$ cat config.mk
export PLATFORM = sky130hd
export DESIGN_NAME = alu_cmd_issuer_flat
export DESIGN_NICKNAME = d
export VERILOG_FILES = /design/src/rtl/alu_cmd_issuer_if.sv /design/src/rtl/alu_cmd_issuer.sv /design/src/flat_wrapper.sv
export SDC_FILE = /design/constraint.sdc
export NUM_CORES = 1
export LEC_CHECK = 0
export ABC_AREA = 1
export CELL_PAD_IN_SITES_DETAIL_PLACEMENT = 0
export CELL_PAD_IN_SITES_GLOBAL_PLACEMENT = 1
export CORE_UTILIZATION = 28
export CTS_CLUSTER_SIZE = 30
export DETAILED_ROUTE_END_ITERATION = 10
export PLACE_DENSITY = 0.74
export REMOVE_ABC_BUFFERS = 1
export SLEW_MARGIN = 20
export SYNTH_ARGS = -nofsm -noshare
export SYNTH_HDL_FRONTEND = slang
export SYNTH_SLANG_ARGS = --single-unit
$ cat constraint.sdc
create_clock -name clk -period 1.55 [get_ports clk]
set_input_delay 0.31 -clock clk [delete_from_list [all_inputs] [get_ports clk]]
set_output_delay 0.31 -clock clk [all_outputs]
set_load 0.02 [all_outputs]
$ cat src/rtl/alu_cmd_issuer_if.sv
// Command / ALU / response bundle between the issuer and its surroundings.
// The slave modport is the issuer's view; master is the environment's view.
interface alu_cmd_issuer_if #(
    parameter int DATA_WIDTH = 8
);
    logic                  cmd_valid;
    logic                  cmd_ready;
    logic [3:0]            cmd_opcode;
    logic [DATA_WIDTH-1:0] cmd_a;
    logic [DATA_WIDTH-1:0] cmd_b;
    logic [DATA_WIDTH-1:0] alu_operand_a;
    logic [DATA_WIDTH-1:0] alu_operand_b;
    logic [3:0]            alu_opcode;
    logic [DATA_WIDTH-1:0] alu_result;
    logic                  rsp_valid;
    logic                  rsp_ready;
    logic [DATA_WIDTH-1:0] rsp_data;
    logic                  rsp_err;
    logic [7:0]            cmd_count;
    logic [7:0]            err_count;

    modport slave (
        input  cmd_valid, cmd_opcode, cmd_a, cmd_b, alu_result, rsp_ready,
        output cmd_ready, alu_operand_a, alu_operand_b, alu_opcode,
               rsp_valid, rsp_data, rsp_err, cmd_count, err_count
    );

    modport master (
        output cmd_valid, cmd_opcode, cmd_a, cmd_b, alu_result, rsp_ready,
        input  cmd_ready, alu_operand_a, alu_operand_b, alu_opcode,
               rsp_valid, rsp_data, rsp_err, cmd_count, err_count
    );
endinterface

$ cat src/rtl/alu_cmd_issuer.sv
// Issues one add/subtract command at a time to an external registered ALU
// and returns its result; unsupported opcodes are answered with an error
// response without touching the ALU.
module alu_cmd_issuer #(
    parameter int DATA_WIDTH = 8
) (
    input  logic              clk,
    input  logic              rst,
    alu_cmd_issuer_if.slave   bus
);

    localparam logic [3:0] OP_ADD = 4'b0000;
    localparam logic [3:0] OP_SUB = 4'b0001;

    typedef enum logic [1:0] {
        IDLE,
        ISSUE,
        CAPTURE,
        RESPOND
    } state_t;

    state_t                state_q;
    logic                  cmd_ready_q;
    logic [DATA_WIDTH-1:0] alu_a_q;
    logic [DATA_WIDTH-1:0] alu_b_q;
    logic [3:0]            alu_op_q;
    logic                  rsp_valid_q;
    logic [DATA_WIDTH-1:0] rsp_data_q;
    logic                  rsp_err_q;
    logic [7:0]            cmd_count_q;
    logic [7:0]            err_count_q;

    logic                  op_supported;

    // Opcode decode of the offered command.
    always_comb begin
        op_supported = (bus.cmd_opcode == OP_ADD) || (bus.cmd_opcode == OP_SUB);
    end

    // Command FSM with all outputs registered; reset overrides any handshake.
    always_ff @(posedge clk) begin
        if (rst) begin
            state_q     <= IDLE;
            cmd_ready_q <= 1'b1;
            alu_a_q     <= '0;
            alu_b_q     <= '0;
            alu_op_q    <= OP_ADD;
            rsp_valid_q <= 1'b0;
            rsp_data_q  <= '0;
            rsp_err_q   <= 1'b0;
            cmd_count_q <= '0;
            err_count_q <= '0;
        end else begin
            case (state_q)
                IDLE: begin
                    if (bus.cmd_valid) begin
                        cmd_count_q <= cmd_count_q + 8'd1;
                        cmd_ready_q <= 1'b0;
                        if (op_supported) begin
                            alu_a_q  <= bus.cmd_a;
                            alu_b_q  <= bus.cmd_b;
                            alu_op_q <= bus.cmd_opcode;
                            state_q  <= ISSUE;
                        end else begin
                            rsp_data_q  <= '0;
                            rsp_err_q   <= 1'b1;
                            rsp_valid_q <= 1'b1;
                            if (err_count_q != 8'hFF) begin
                                err_count_q <= err_count_q + 8'd1;
                            end
                            state_q <= RESPOND;
                        end
                    end
                end
                ISSUE: begin
                    // ALU samples the operands on this edge.
                    state_q <= CAPTURE;
                end
                CAPTURE: begin
                    rsp_data_q  <= bus.alu_result;
                    rsp_err_q   <= 1'b0;
                    rsp_valid_q <= 1'b1;
                    state_q     <= RESPOND;
                end
                RESPOND: begin
                    if (bus.rsp_ready) begin
                        rsp_valid_q <= 1'b0;
                        cmd_ready_q <= 1'b1;
                        state_q     <= IDLE;
                    end
                end
                default: begin
                    state_q     <= IDLE;
                    cmd_ready_q <= 1'b1;
                    rsp_valid_q <= 1'b0;
                end
            endcase
        end
    end

    assign bus.cmd_ready     = cmd_ready_q;
    assign bus.alu_operand_a = alu_a_q;
    assign bus.alu_operand_b = alu_b_q;
    assign bus.alu_opcode    = alu_op_q;
    assign bus.rsp_valid     = rsp_valid_q;
    assign bus.rsp_data      = rsp_data_q;
    assign bus.rsp_err       = rsp_err_q;
    assign bus.cmd_count     = cmd_count_q;
    assign bus.err_count     = err_count_q;

endmodule

$ cat src/flat_wrapper.sv
// flat-port wrapper written by rule: the top's interface ports become plain ports
module alu_cmd_issuer_flat 
#(
    parameter int DATA_WIDTH = 8
)
  (clk, rst, bus_cmd_valid, bus_cmd_opcode, bus_cmd_a, bus_cmd_b, bus_alu_result, bus_rsp_ready, bus_cmd_ready, bus_alu_operand_a, bus_alu_operand_b, bus_alu_opcode, bus_rsp_valid, bus_rsp_data, bus_rsp_err, bus_cmd_count, bus_err_count);
  alu_cmd_issuer_if #(.DATA_WIDTH(DATA_WIDTH)) bus_i ();
  input  logic clk;
  input  logic rst;
  input wire logic [$bits(bus_i.cmd_valid)-1:0] bus_cmd_valid;
  input wire logic [$bits(bus_i.cmd_opcode)-1:0] bus_cmd_opcode;
  input wire logic [$bits(bus_i.cmd_a)-1:0] bus_cmd_a;
  input wire logic [$bits(bus_i.cmd_b)-1:0] bus_cmd_b;
  input wire logic [$bits(bus_i.alu_result)-1:0] bus_alu_result;
  input wire logic [$bits(bus_i.rsp_ready)-1:0] bus_rsp_ready;
  output wire logic [$bits(bus_i.cmd_ready)-1:0] bus_cmd_ready;
  output wire logic [$bits(bus_i.alu_operand_a)-1:0] bus_alu_operand_a;
  output wire logic [$bits(bus_i.alu_operand_b)-1:0] bus_alu_operand_b;
  output wire logic [$bits(bus_i.alu_opcode)-1:0] bus_alu_opcode;
  output wire logic [$bits(bus_i.rsp_valid)-1:0] bus_rsp_valid;
  output wire logic [$bits(bus_i.rsp_data)-1:0] bus_rsp_data;
  output wire logic [$bits(bus_i.rsp_err)-1:0] bus_rsp_err;
  output wire logic [$bits(bus_i.cmd_count)-1:0] bus_cmd_count;
  output wire logic [$bits(bus_i.err_count)-1:0] bus_err_count;
  assign bus_i.cmd_valid = bus_cmd_valid;
  assign bus_i.cmd_opcode = bus_cmd_opcode;
  assign bus_i.cmd_a = bus_cmd_a;
  assign bus_i.cmd_b = bus_cmd_b;
  assign bus_i.alu_result = bus_alu_result;
  assign bus_i.rsp_ready = bus_rsp_ready;
  assign bus_cmd_ready = bus_i.cmd_ready;
  assign bus_alu_operand_a = bus_i.alu_operand_a;
  assign bus_alu_operand_b = bus_i.alu_operand_b;
  assign bus_alu_opcode = bus_i.alu_opcode;
  assign bus_rsp_valid = bus_i.rsp_valid;
  assign bus_rsp_data = bus_i.rsp_data;
  assign bus_rsp_err = bus_i.rsp_err;
  assign bus_cmd_count = bus_i.cmd_count;
  assign bus_err_count = bus_i.err_count;
  alu_cmd_issuer #(.DATA_WIDTH(DATA_WIDTH)) u_core (.clk(clk), .rst(rst), .bus(bus_i));
endmodule
-- Word level (Yosys, flattened, before mapping)
Cells that the tools add are included.
- ROM bits: 0
- bits in latches: 0
- memories: 0
- logic and storage cells: 49
- register bits: 49
- output and inout bits: 47
- bits of input ports: 32
- RAM bits: 0
- $add $sub $neg: 2
- eq/ne operators: 8
- div/mod/pow operators: 0
- muxes and demuxes: 15
- bitwise operators: 1
- reductions and logical operators: 13
- order comparisons: 0
- multiply operators: 0
- shifts and indexed selects: 0
- operators by type and width (operator ; number):
    8-bit by 1-bit adder with 8-bit output (second input constant) ; 2
    8-bit 2-to-1 mux ; 2
    8-bit case mux with 2 select lines ; 1
    3-bit AND reduction ; 3
    8-bit inequality test (second input constant) ; 1
    2-bit case mux with 4 select lines ; 1
    4-bit AND reduction ; 2
    2-bit 2-to-1 mux ; 3
    2-bit inequality test (second input constant) ; 3
    1-bit 2-to-1 mux ; 5
    2-bit == test (second input constant) ; 2
    4-bit by 1-bit == test with 1-bit output (second input constant) ; 1
    4-bit logical NOT ; 1
    1-bit case mux with 2 select lines ; 2
    2-bit AND reduction ; 2
    2-bit nonzero test ; 2
    1-bit case mux with 3 select lines ; 1
    3-bit nonzero test ; 1
    2-bit by 1-bit == test with 1-bit output (second input constant) ; 1
    2-bit logical NOT ; 1
    1-bit logical OR ; 1
    1-bit NOT ; 1

-- Logic depth before layout (Yosys ltp)
- depth in word-level cells: 5
- gate-level depth with buffers: 10
- gate-level depth less buffers: 10

-- Worst setup path after synthesis
OpenSTA, ideal clock, no wires.
- path type: reg-to-reg
- start point: register u_core.state_q[0]
- end point: register u_core.rsp_data_q[5], in the netlist u_core.bus.rsp_data[5]
- period minus slack after synthesis: 1.488 ns
- data required time: 1.435 ns
- cell stages (with the launch flop): 10
- setup slack: 0.062 ns
- path buffers: 1
- setup time: 0.115 ns
- data arrival time: 1.372 ns
- cell sequence: dfxtp_1 -> inv_1 -> ha_1 -> nand2_4 -> clkinv_2 -> nand2_4 -> nand2_4 -> buf_8 -> o21ai_2 -> a21oi_2
- cells in the longest elaborated chain, start to end: 3
- elaborated cells on any way between the ends: 7
- those cells by class: 3 x eq/ne; 1 x mux; 3 x reduce/logical
- ends and longest elaborated chain (what ; line ; source):
    from (decl) ; alu_cmd_issuer.sv:22 ; state_t state_q;
    from (signal assigned) ; alu_cmd_issuer.sv:43 ; state_q <= IDLE;
    from (signal assigned) ; alu_cmd_issuer.sv:63 ; state_q <= ISSUE;
    from (signal assigned) ; alu_cmd_issuer.sv:71 ; state_q <= RESPOND;
    2-bit logical NOT or 2-bit == test (tied branches) ; alu_cmd_issuer.sv:54 ; case (state_q)
    2-bit inequality test (no line) or 2-bit nonzero test (tied branches) ; -- ;
    3-bit AND reduction (no line) ; -- ;
    to (signal assigned) ; alu_cmd_issuer.sv:80 ; rsp_data_q <= bus.alu_result;
    to (decl) ; alu_cmd_issuer.sv:28 ; logic [DATA_WIDTH-1:0] rsp_data_q;
Parallel ways exist; a longest one is shown, timed or not.
A chain may end at the register's enable or synchronous reset.

-- Worst setup path in the final report
- start point: register u_core.state_q[0]
- end point: register u_core.rsp_data_q[7], in the netlist u_core.bus.rsp_data[7]
The elaborated chain is that of the path after synthesis.

==> results.md <==
* Dominant synthesized flop cell: sky130_fd_sc_hd__dfxtp_1
* Sum of buffers and inverters on the critical path at 2
* Yosys top cell by area: sky130_fd_sc_hd__dfxtp_1
* Leading cell type in the layout, fill and taps excluded: sky130_fd_sc_hd__nand2_1
* Die width at 91.51 um
* Layout overhead on the synthesized area at 47.91%
* Crit-path max FO at 16
* Relative slew slack at 81.00%
* Yosys top cell area share at 43.73%
* Final TNS setup at 0 ns
* Number of hold violations in the final report at 0
* Final WS setup at 0.08775 ns
* Minimum clock period at 1.462 ns
* Global-route wire length before repair at 9197 um
* Arrival time worst endpoint at 1.65 ns
* Startpoint type of the worst setup path: flop
* Post-layout total power at 3.984 mW
* Routed len/inst at 11.03 um
* Post-synth ARST share at 0%
* Port-buffer cells at 78
* Inserted Diodes at 0
* Pre-Repair DR Iteration Count at 4
* Total gr overflow at 0
* Static power due to leakage at 1.503 nW
* Critical Path End Type: flop
* VDD IR-drop max at 0.7118 mV
* DRC at 0
* GP Congestion at 0.7403
* Number of enable flip-flop cells after synthesis at 0
* Simple-gate area share of the yosys netlist at 29.00%
* Final design instance area without fill at 3318 sq um
* Reported max-cap violation count at 0
* Post-detailed-placement half-perimeter wirelength at 4066 um
* Count of pins on the block boundary at 79
* Data required time of the worst path at 1.74 ns
* Area taken by flip-flops and latches at 980.9 sq um
* Share of the core filled with cells at 42.94%
* Synth area leaders: sky130_fd_sc_hd__dfxtp_1 (44%), sky130_fd_sc_hd__nand2_1 (12%), sky130_fd_sc_hd__a21oi_1 (7.8%)
* Share of final-layout standard cells stronger than drive strength 1 at 12.94%
* Height of the chip at 91.51 um
* Worst path cell trace: inv_1 > ha_2 > nand2_4 > clkinv_2 > nand2_4 > nand2_4 > o21ai_0 > a21oi_1
* Area after detailed placement at 3252 sq um
* Placeable core region at 7727 sq um
* Post-CTS clock slew at the launch and capture registers of the worst setup and hold paths at 0.09 ns
* Power per unit of standard cell area at 1201 nW/um^2
* Final antenna-violating net count at 0
* Area fraction in compound gates after synthesis at 13.55%
* Pin count of the biggest net entering global routing at 26
* Post-Syn Area per Cell at 7.528 sq um
* Highest cell delay on the worst timing path at 0.34 ns
* Flip-flop and latch count after synthesis at 49
* Mux contribution to synthesized area at 0%
* Rows at 32
* Multi-input gate area at 1074 sq um
* Top library cells by usage in the layout, fill and taps aside: sky130_fd_sc_hd__nand2_1 (74), sky130_fd_sc_hd__dfxtp_1 (49), sky130_fd_sc_hd__dlygate4sd2_1 (47)
* Filler cell count in the final layout at 809
* Worst clock skew at 0.002406 ns
* Cell repeated most along the worst path: sky130_fd_sc_hd__nand2_4
* CTS Hold Bufs at 0
* Synthesized instance count at 298
* Via-per-instance ratio at 4.266
* Crit path max-delay family: simple AND/OR/NAND/NOR gates
* Starting DRT DRC Count at 54
* RSZ-0062 raised after global routing: yes
* Final nets at 432
* Wirelength, routed at 5472 um
* Initial cell density of the core at 29.03%
* Clock buffer count from CTS at 5
* Final Setup Violations at 0
* Antenna violations before repair at 0
* Proportion of synthesized chip area in sequential cells at 43.73%
* Max Buffers Root-to-Sink at 2
* Die area at 8374 sq um
* Pre-CTS worst setup slack at -0.1429 ns
* Root Buffer: sky130_fd_sc_hd__clkbuf_8
* Level count of the clock H-tree at 2
* Number of clock sinks seen by CTS at 49
* Post-synthesis share of cell area spent on xor and xnor gates at 1.171%
* Critical path start-end classification: reg2reg
* TritonCTS clock tree: yes
* Via count of the first global-routing pass at 1973
* GR Util All Layers at 13.58%
* Highest-delay cell along the critical path: sky130_fd_sc_hd__dfxtp_1
* Max-slew violation total from the final report at 0
* Post-synthesis adder-cell area fraction at 3.904%
* Yosys warns at 0
* Worst min-delay path category: reg2reg
* Count of vias placed by the detailed router at 2116
* Worst-Skew Late Latency at 0.29 ns
* Outcome: finished clean
* Max Clock Freq at 0.6839 GHz
* Library cells used by synthesis at 31
* Largest family of logic cells by synthesized area: simple AND/OR/NAND/NOR gates
* Period Utilization, post-route at 94.34%
* Cell Area, Synth at 2243 sq um
* Actual slew at the worst max-slew pin at 0.2850 ns
==> sequential cells by signal (all words and copies together) (netlist names) <==
register,count
u_core.bus.cmd_ready,1
u_core.bus.err_count,8
u_core.bus.rsp_data,8
u_core.bus.alu_opcode,4
u_core.bus.rsp_err,1
u_core.bus.alu_operand_a,8
u_core.state_q,2
u_core.bus.rsp_valid,1
u_core.bus.alu_operand_b,8
u_core.bus.cmd_count,8
==> area by class of cell <==
cell class	count	share of cell area, %
clock buffers	6	2.489
clock inverters	2	1.131
inverters	30	3.507
multi-input cells	207	32.35
flip-flops and latches	49	29.56
well taps	102	3.846
repair buffers	100	27.11
==> logic make-up (layout without fill, tap and decap cells) <==
kind of cell    after synthesis  after routing
simple gates                142            142
compound gates               55             55
flops                        49             49
buf+inv                      42            138
fa+ha+maj                     7              7
xor+xnor                      3              3
==> worst min-delay path: cells and delay by family, from the launching register on <==
family	cells	cell delay, ns
buffers and inverters	1	0.03
flip-flops	1	0.32
AND/OR/NAND/NOR	1	0.07
==> what timing repair did <==
| item | CTS | global route |
|---|---|---|
| endpoints found under the hold margin | 0 | 0 |
| gates resized for setup | 47 | 4 |
| endpoints found under the setup margin | 47 | 12 |
| setup buffers | 0 | 0 |
==> report_power, final <==
part	internal [mW]	leakage [nW]	switching, mW
Sequential	1.45	0.399	0.109
Combinational	0.601	1.05	0.880
Clock	0.525	0.0574	0.421
Total	2.57	1.50	1.41
==> synthesized netlist by cell type (2+ instances only) <==
cell and n:
sky130_fd_sc_hd__nand2_4 3, sky130_fd_sc_hd__o21ai_0 11, sky130_fd_sc_hd__dfxtp_1 49, sky130_fd_sc_hd__a21oi_2 2, sky130_fd_sc_hd__nor2_4 3, sky130_fd_sc_hd__ha_1 7
sky130_fd_sc_hd__a21oi_1 35, sky130_fd_sc_hd__buf_2 4, sky130_fd_sc_hd__o21ai_1 2, sky130_fd_sc_hd__nand2_2 2, sky130_fd_sc_hd__a31oi_1 2, sky130_fd_sc_hd__clkbuf_1 3
sky130_fd_sc_hd__o21ai_2 2, sky130_fd_sc_hd__nand4_1 2, sky130_fd_sc_hd__inv_1 27, sky130_fd_sc_hd__nand2_1 74, sky130_fd_sc_hd__xor2_1 2, sky130_fd_sc_hd__nor2_1 21
sky130_fd_sc_hd__nand3_2 2, sky130_fd_sc_hd__nand3_1 33, sky130_fd_sc_hd__buf_4 2
==> worst paths after layout <==
| check | start | to | slack [ns] | cells past startpoint |
|---|---|---|---|---|
| setup / recovery | u_core.state_q[0] | u_core.bus.rsp_data[7] | 0.09 | 8 |
| hold / removal | u_core.bus.alu_opcode[1] | u_core.bus.alu_opcode[1] | 0.46 | 2 |
| setup reg to reg | u_core.state_q[0] | u_core.bus.rsp_data[7] | 0.09 | 8 |
| hold reg to reg | u_core.bus.alu_opcode[1] | u_core.bus.alu_opcode[1] | 0.46 | 2 |
==> routing by layer <==
layer | GRT usage, % | share of wire [%]
met3 | 3.099 | 5.0
met5 | 0 | 0
met4 | 3.175 | 0.62
met2 | 22.18 | 46
met1 | 18.06 | 49
==> metrics by stage <==
step	hold WS (ns)	instances
after floorplan	0.3791	286
after global placement	0.4455	488
after detailed placement	0.4518	488
after CTS	0.4635	496
after global routing	0.4779	496
final	0.4575	496
No activity file was read; power rests on OpenSTA's default activity.
